--- config.mk ---
export PLATFORM = sky130hd
export DESIGN_NAME = pipelined_adder
export DESIGN_NICKNAME = d
export VERILOG_FILES = /design/src/rtl/pipelined_adder.sv
export SDC_FILE = /design/constraint.sdc
export NUM_CORES = 1
export LEC_CHECK = 0
export CORE_MARGIN = 8
export CORE_UTILIZATION = 35
export DETAILED_ROUTE_END_ITERATION = 6
export SLEW_MARGIN = 30
export SYNTH_ARGS = -nofsm -noshare
export SYNTH_HDL_FRONTEND = slang
export SYNTH_SLANG_ARGS = --single-unit
--- constraint.sdc ---
create_clock -name clk -period 1.7 [get_ports clk]
set_clock_uncertainty 0.15 [all_clocks]
set_input_delay 0.34 -clock clk [delete_from_list [all_inputs] [get_ports clk]]
set_output_delay 0.34 -clock clk [all_outputs]
set_load 0.02 [all_outputs]
--- src/rtl/pipelined_adder.sv ---
// Pipelined ripple-carry adder: STAGES carry-chain slices of WIDTH/STAGES bits, one register stage
// each, with a single global advance (valid/ready) and registered carry-out and signed overflow.
module pipelined_adder #(
  parameter int WIDTH  = 8,
  parameter int STAGES = 2
) (
  input  logic             clk,
  input  logic             rst,
  input  logic             In_valid,
  output logic             In_ready,
  input  logic [WIDTH-1:0] A,
  input  logic [WIDTH-1:0] B,
  input  logic             Cin,
  output logic             Out_valid,
  input  logic             Out_ready,
  output logic [WIDTH-1:0] Sum,
  output logic             Cout,
  output logic             Ovf
);

  localparam int CHUNK = WIDTH / STAGES;

  if (WIDTH < 2 || STAGES < 1 || STAGES > WIDTH || (WIDTH % STAGES) != 0) begin : g_bad_params
    $error("pipelined_adder: illegal WIDTH/STAGES combination");
  end

  logic              adv_s;
  logic [STAGES-1:0] vld_r;
  logic [STAGES-1:0] cy_r;
  logic [WIDTH-1:0]  sum_r [STAGES];
  logic [WIDTH-1:0]  a_r   [STAGES];
  logic [WIDTH-1:0]  b_r   [STAGES];
  logic              ovf_r;

  logic [STAGES-1:0] src_v_s;
  logic [STAGES-1:0] src_c_s;
  logic [WIDTH-1:0]  src_a_s   [STAGES];
  logic [WIDTH-1:0]  src_b_s   [STAGES];
  logic [WIDTH-1:0]  src_sum_s [STAGES];
  logic [WIDTH-1:0]  nxt_sum_s [STAGES];
  logic [STAGES-1:0] nxt_c_s;
  logic [CHUNK:0]    part_s;
  logic              nxt_ovf_s;

  // Stage inputs: stage 0 takes the ports, stage k takes the registers of stage k-1.
  always_comb begin
    src_v_s = '0;
    src_c_s = '0;
    for (int k = 0; k < STAGES; k++) begin
      src_a_s[k]   = '0;
      src_b_s[k]   = '0;
      src_sum_s[k] = '0;
    end
    src_v_s[0] = In_valid;
    src_c_s[0] = Cin;
    src_a_s[0] = A;
    src_b_s[0] = B;
    for (int k = 1; k < STAGES; k++) begin
      src_v_s[k]   = vld_r[k-1];
      src_c_s[k]   = cy_r[k-1];
      src_a_s[k]   = a_r[k-1];
      src_b_s[k]   = b_r[k-1];
      src_sum_s[k] = sum_r[k-1];
    end
  end

  // Per-stage chunk addition; the final stage also derives overflow from the carry into the MSB.
  always_comb begin
    part_s  = '0;
    nxt_c_s = '0;
    for (int k = 0; k < STAGES; k++) begin
      nxt_sum_s[k] = src_sum_s[k];
      part_s = {1'b0, src_a_s[k][k*CHUNK +: CHUNK]} + {1'b0, src_b_s[k][k*CHUNK +: CHUNK]}
             + {{CHUNK{1'b0}}, src_c_s[k]};
      nxt_sum_s[k][k*CHUNK +: CHUNK] = part_s[CHUNK-1:0];
      nxt_c_s[k] = part_s[CHUNK];
    end
    // sum bit = a ^ b ^ carry-in, so the carry into the MSB is recovered from the MSB sum bit.
    nxt_ovf_s = nxt_c_s[STAGES-1] ^ (src_a_s[STAGES-1][WIDTH-1] ^ src_b_s[STAGES-1][WIDTH-1]
                                     ^ nxt_sum_s[STAGES-1][WIDTH-1]);
  end

  // Stage registers: cleared by reset, all load together on advance, all hold otherwise.
  always_ff @(posedge clk) begin
    if (rst) begin
      vld_r <= '0;
      cy_r  <= '0;
      ovf_r <= 1'b0;
      for (int k = 0; k < STAGES; k++) begin
        sum_r[k] <= '0;
        a_r[k]   <= '0;
        b_r[k]   <= '0;
      end
    end else if (adv_s) begin
      vld_r <= src_v_s;
      cy_r  <= nxt_c_s;
      ovf_r <= nxt_ovf_s;
      for (int k = 0; k < STAGES; k++) begin
        sum_r[k] <= nxt_sum_s[k];
        a_r[k]   <= src_a_s[k];
        b_r[k]   <= src_b_s[k];
      end
    end
  end

  assign adv_s     = !vld_r[STAGES-1] || Out_ready;
  assign In_ready  = adv_s;
  assign Out_valid = vld_r[STAGES-1];
  assign Sum       = sum_r[STAGES-1];
  assign Cout      = cy_r[STAGES-1];
  assign Ovf       = ovf_r;

endmodule

* Yosys cells after proc, flatten, opt, wreduce, memory -nomap -nowiden *
Memories as Yosys holds them, arrays and structs flattened.
Index checks and enable logic that the tools add are counted.

cells by class
  add/subtract/negate cells = 4
  muxes and demuxes = 11
  bitwise operators = 9
  reduce and logical (&&, ||, !) cells = 2

operators by type and width
  operator            count
  $mux W8             6
  $add A4 B4 Y5       2
  $add A5 B1 Y5       2
  $or A1 B1 Y1        6
  $mux W1             5
  $xor A1 B1 Y1       3
  $logic_not A1 Y1    1
  $logic_or A1 B1 Y1  1

storage, ports and cells
  register bits after elaboration = 5
  bits in writable memories = 48
  word-level logic and storage cells = 32
  memories = 3

memory list
  memory  depth  bits a word  read ports  clocked after Yosys merged registers in  wr ports  line  text
  a_r     2      8            1           0                                        2         31    logic [WIDTH-1:0] a_r [STAGES];
  b_r     2      8            1           0                                        2         32    logic [WIDTH-1:0] b_r [STAGES];
  sum_r   2      8            2           0                                        2         30    logic [WIDTH-1:0] sum_r [STAGES];

* Logic depth before layout (Yosys ltp) *
  word-level depth = 6
  gate-level depth with buffers = 7
  gate-level depth less buffers = 7

* Least setup slack after synthesis *
No wires, ideal clock.

  kind = register to register
  start = memory b_r[0][4]
  end = register ovf_r, in the netlist Ovf
  arrival = 1531 ps
  required time = 1464 ps
  slack = -67 ps
  cell stages (with the launch flop) = 8
  path buffers = 0
  period minus slack after synthesis = 1767 ps
  cell sequence = edfxtp_1 > fa_1 > inv_1 > fa_1 > nand2b_1 > a21oi_2 > xor2_1 > a211oi_1

between the ends
  cells in the longest elaborated chain, start to end = 5

ends and longest elaborated chain
  what                  line  text
  start, declared       32
  $mem_v2 Z2 W8 *       --
  $add A4 B4 Y5 *       73    part_s = {1'b0, src_a_s[k][k*CHUNK +: CHUNK]} + {1'b0, src_b_s[k][k*CHUNK +: CHUNK]}
  $add A5 B1 Y5 *       74    + {{CHUNK{1'b0}}, src_c_s[k]};
  $xor A1 B1 Y1         80    ^ nxt_sum_s[STAGES-1][WIDTH-1]);
  $xor A1 B1 Y1 *       79    nxt_ovf_s = nxt_c_s[STAGES-1] ^ (src_a_s[STAGES-1][WIDTH-1] ^ src_b_s[STAGES-1][WIDTH-1]
  end signal, assigned  97    ovf_r <= nxt_ovf_s;
  end, declared         33    logic ovf_r;

Every way passes the cells marked *; elsewhere a longest branch is shown, timed or not.
A chain may end at the register's enable or synchronous reset.

* Final worst setup path *
Ends and elaborated chain as after synthesis.

==> run metrics <==
Most used DFF post-synth edfxtp_1; fin crit share 108%; initial antenna violation count 0; Synth top area share 50.3%; Commonest cells post-synth edfxtp_1 (20), and2_1 (14), nor2_1 (14); Setup TNS -0.501 ns; failing checks setup timing; Core Rows 21; switching power 346 uW; MaxCap Viol Count 0; RSZ-0062 raised after global routing true; core area 3310 sq um; final setup fails 4; DRC errors left 0; largest net degree at the start of global routing 17; Seq/Total Area, Yosys 58.7%; first-pass GRT wire length 3800 um; num ports 33; internal power 966 uW; Final nets 172; Crit Path Class flop to flop; syn_area_per_cell 12.6 sq um; Root Buffer clkbuf_4; final hold slack 0.317 ns; dpl cells 181; post-DP HPWL 1840 um; Combinational Power Share 21.9%; Worst-Margin Slew 0.424 ns; number of fill cells 319; clock sinks 25; relative slew slack 71.7%; Final ANT Viol Nets 0; area leader, netlist edfxtp_1; Post-synth ARST share 0%; status finished, violations left; Die ar. 5540 sq um; Post-synth EDFFs 20; PnR worst setup slack -0.140 ns; Wirelength per Cell 12.3 um; final non-filler cell total 186; Clk network pwr share 21.6%; hold-critical path depth 2; Port Buffers 32; CTS Buf Count 3; synth top area cells edfxtp_1 (50%), dfxtp_1 (8.4%), and2_1 (7.3%); Worst setup EP type flop; Total GRT Usage 9.09%; Netlist cell types 21; Hold Startpoint vld_r[0]; CTS tree yes; synthesized area 1190 sq um; Reg2Reg Capture Point Ovf; H-tree depth 1; Total Wirelength 2290 um; Die Ht 74.4 um; fin crit period 1.84 ns; #FFs+latches synth 25; largest fanout on the critical path 2; Post-Syn Nets 126; # hold bufs at CTS 0; Startpoint Class flop; Die X 74.4 um; power per cell area 770 nW/um^2; register share of total power 56.5%; switch share 26.4%; Leak 0.000750 uW; Syn Inst Count 95; routability cong. 0.689; clock buffer depth 2; reg2reg start b_r[0][4]; Ys Warns 0; Starting Density 36.1%; Worst Hold Endpoint vld_r[0]; first-pass detailed-route iteration total 4; vias in the first global route 876; Hold Vio Cnt, Final 0; f_max 544 MHz; layout cells sized above 1 22.9%; WP data required 1.77 ns; Vias/cell 4.38; top-count cell post-synth edfxtp_1; via count 814; Worst Path Arrival 1.91 ns; crit path launch b_r[0][4]; Hold WC Path Type flop to flop; diode count 0; r2r setup slk -0.14 ns; Overflow after GRT 0; Slew Viols, Final 0; Area Growth Syn to Fin 42.7%; CTS clk-pin slew, worst paths 0.15 ns; worst reg2reg path depth 7; VDD IR max 297 uV; Clk Latency, worst-skew pair 0.32 ns; DR iter-0 viols 39
[logic make-up (layout without fill, tap and decap cells)]
logic type	after synthesis	count (layout)	share of synthesized area, %
XOR/XNOR	4	4	2.93
flip-flops	25	25	58.7
AO/OA/AOI/OAI	9	9	5.24
AND/OR/NAND/NOR	39	39	17.5
adder cells (fa/ha/maj)	10	10	13.0
buffers and inverters	8	53	2.62
[power by group through the flow]
| stage | Combinational (uW) | Clock (uW) | Sequential [uW] |
|---|---|---|---|
| after floorplan | 117 | 0 | 791 |
| after global placement | 290 | 0 | 756 |
| after global routing | 316 | 316 | 748 |
| after CTS | 287 | 296 | 742 |
| final | 287 | 284 | 741 |
| after detailed placement | 295 | 0 | 758 |
[what timing repair did]
item	4_1_cts	5_1_grt
setup buffers	1	0
gates resized for setup	24	5
pin swaps	3	5
gates cloned	0	0
setup endpoints to repair	20	6
[area by class of cell]
| class | instances | area, sq um | area share (%) |
|---|---|---|---|
| clock buffers | 3 | 22.5 | 1.32 |
| clock inverters | 1 | 8.76 | 0.514 |
| inverters | 7 | 26.3 | 1.54 |
| multi-input cells | 62 | 505 | 29.7 |
| flip-flops and latches | 25 | 702 | 41.2 |
| well taps | 46 | 57.6 | 3.38 |
| repair buffers | 42 | 380 | 22.3 |
[worst max path at each step]
stage / end / slack (ns) / cells past startpoint
2_1_floorplan: Ovf / -0.02 / 7
3_3_place_gp: sum_r[0][3] / -0.46 / 6
3_5_place_dp: sum_r[0][3] / -0.47 / 6
4_1_cts: Ovf / -0.17 / 7
5_1_grt: cy_r[1] / -0.20 / 8
6_report: Ovf / -0.14 / 7
[critical path, stage by stage, from the launching register on]
cell	delay (ns)
edfxtp_1	0.39
fa_2	0.23
inv_2	0.04
fa_2	0.33
nand2b_4	0.16
a21oi_4	0.16
xor2_1	0.20
a211oi_2	0.09
[metrics by stage]
stage | utilization, % | worst slack, ns | area [sq um] | power (uW)
3_5_place_dp | 49.8 | -0.469 | 1650 | 1050
3_3_place_gp | 49.8 | -0.456 | 1650 | 1050
4_1_cts | 51.1 | -0.169 | 1690 | 1330
2_1_floorplan | - | -0.0237 | 1210 | 908
6_report | 51.4 | -0.140 | 1700 | 1310
5_1_grt | 51.4 | -0.205 | 1700 | 1380
[flip-flops by register name (all words and copies together), names as in the netlist]
name,count
Ovf,1
a_r,4
b_r,4
cy_r,2
sum_r,12
vld_r,2
[routing by layer]
| metal | vias to the layer above | track usage [%] | share of wire (%) | wire length, um |
|---|---|---|---|---|
| li1 | 411 | - | - | - |
| met1 | 385 | 8.87 | 38 | 877 |
| met2 | 16 | 17.0 | 57 | 1290 |
| met3 | 2 | 2.43 | 4.2 | 96 |
| met4 | 0 | 4.57 | 0.74 | 17 |
| met5 | - | 0 | 0 | 0 |
[layout by cell type (no fill, tap or decap), types with 2 or more instances in the layout]
master,n
a21o_1,2
a21oi_2,2
and2_1,14
buf_4,8
buf_6,2
clkbuf_4,3
clkdlybuf4s50_1,17
dfxtp_1,4
dlygate4sd2_1,14
edfxtp_1,20
fa_2,4
ha_1,6
inv_1,5
inv_2,2
nand2_1,2
nand2b_1,2
nor2_1,13
nor2_2,2
xor2_1,4
Power figures use the tool's default switching activity.
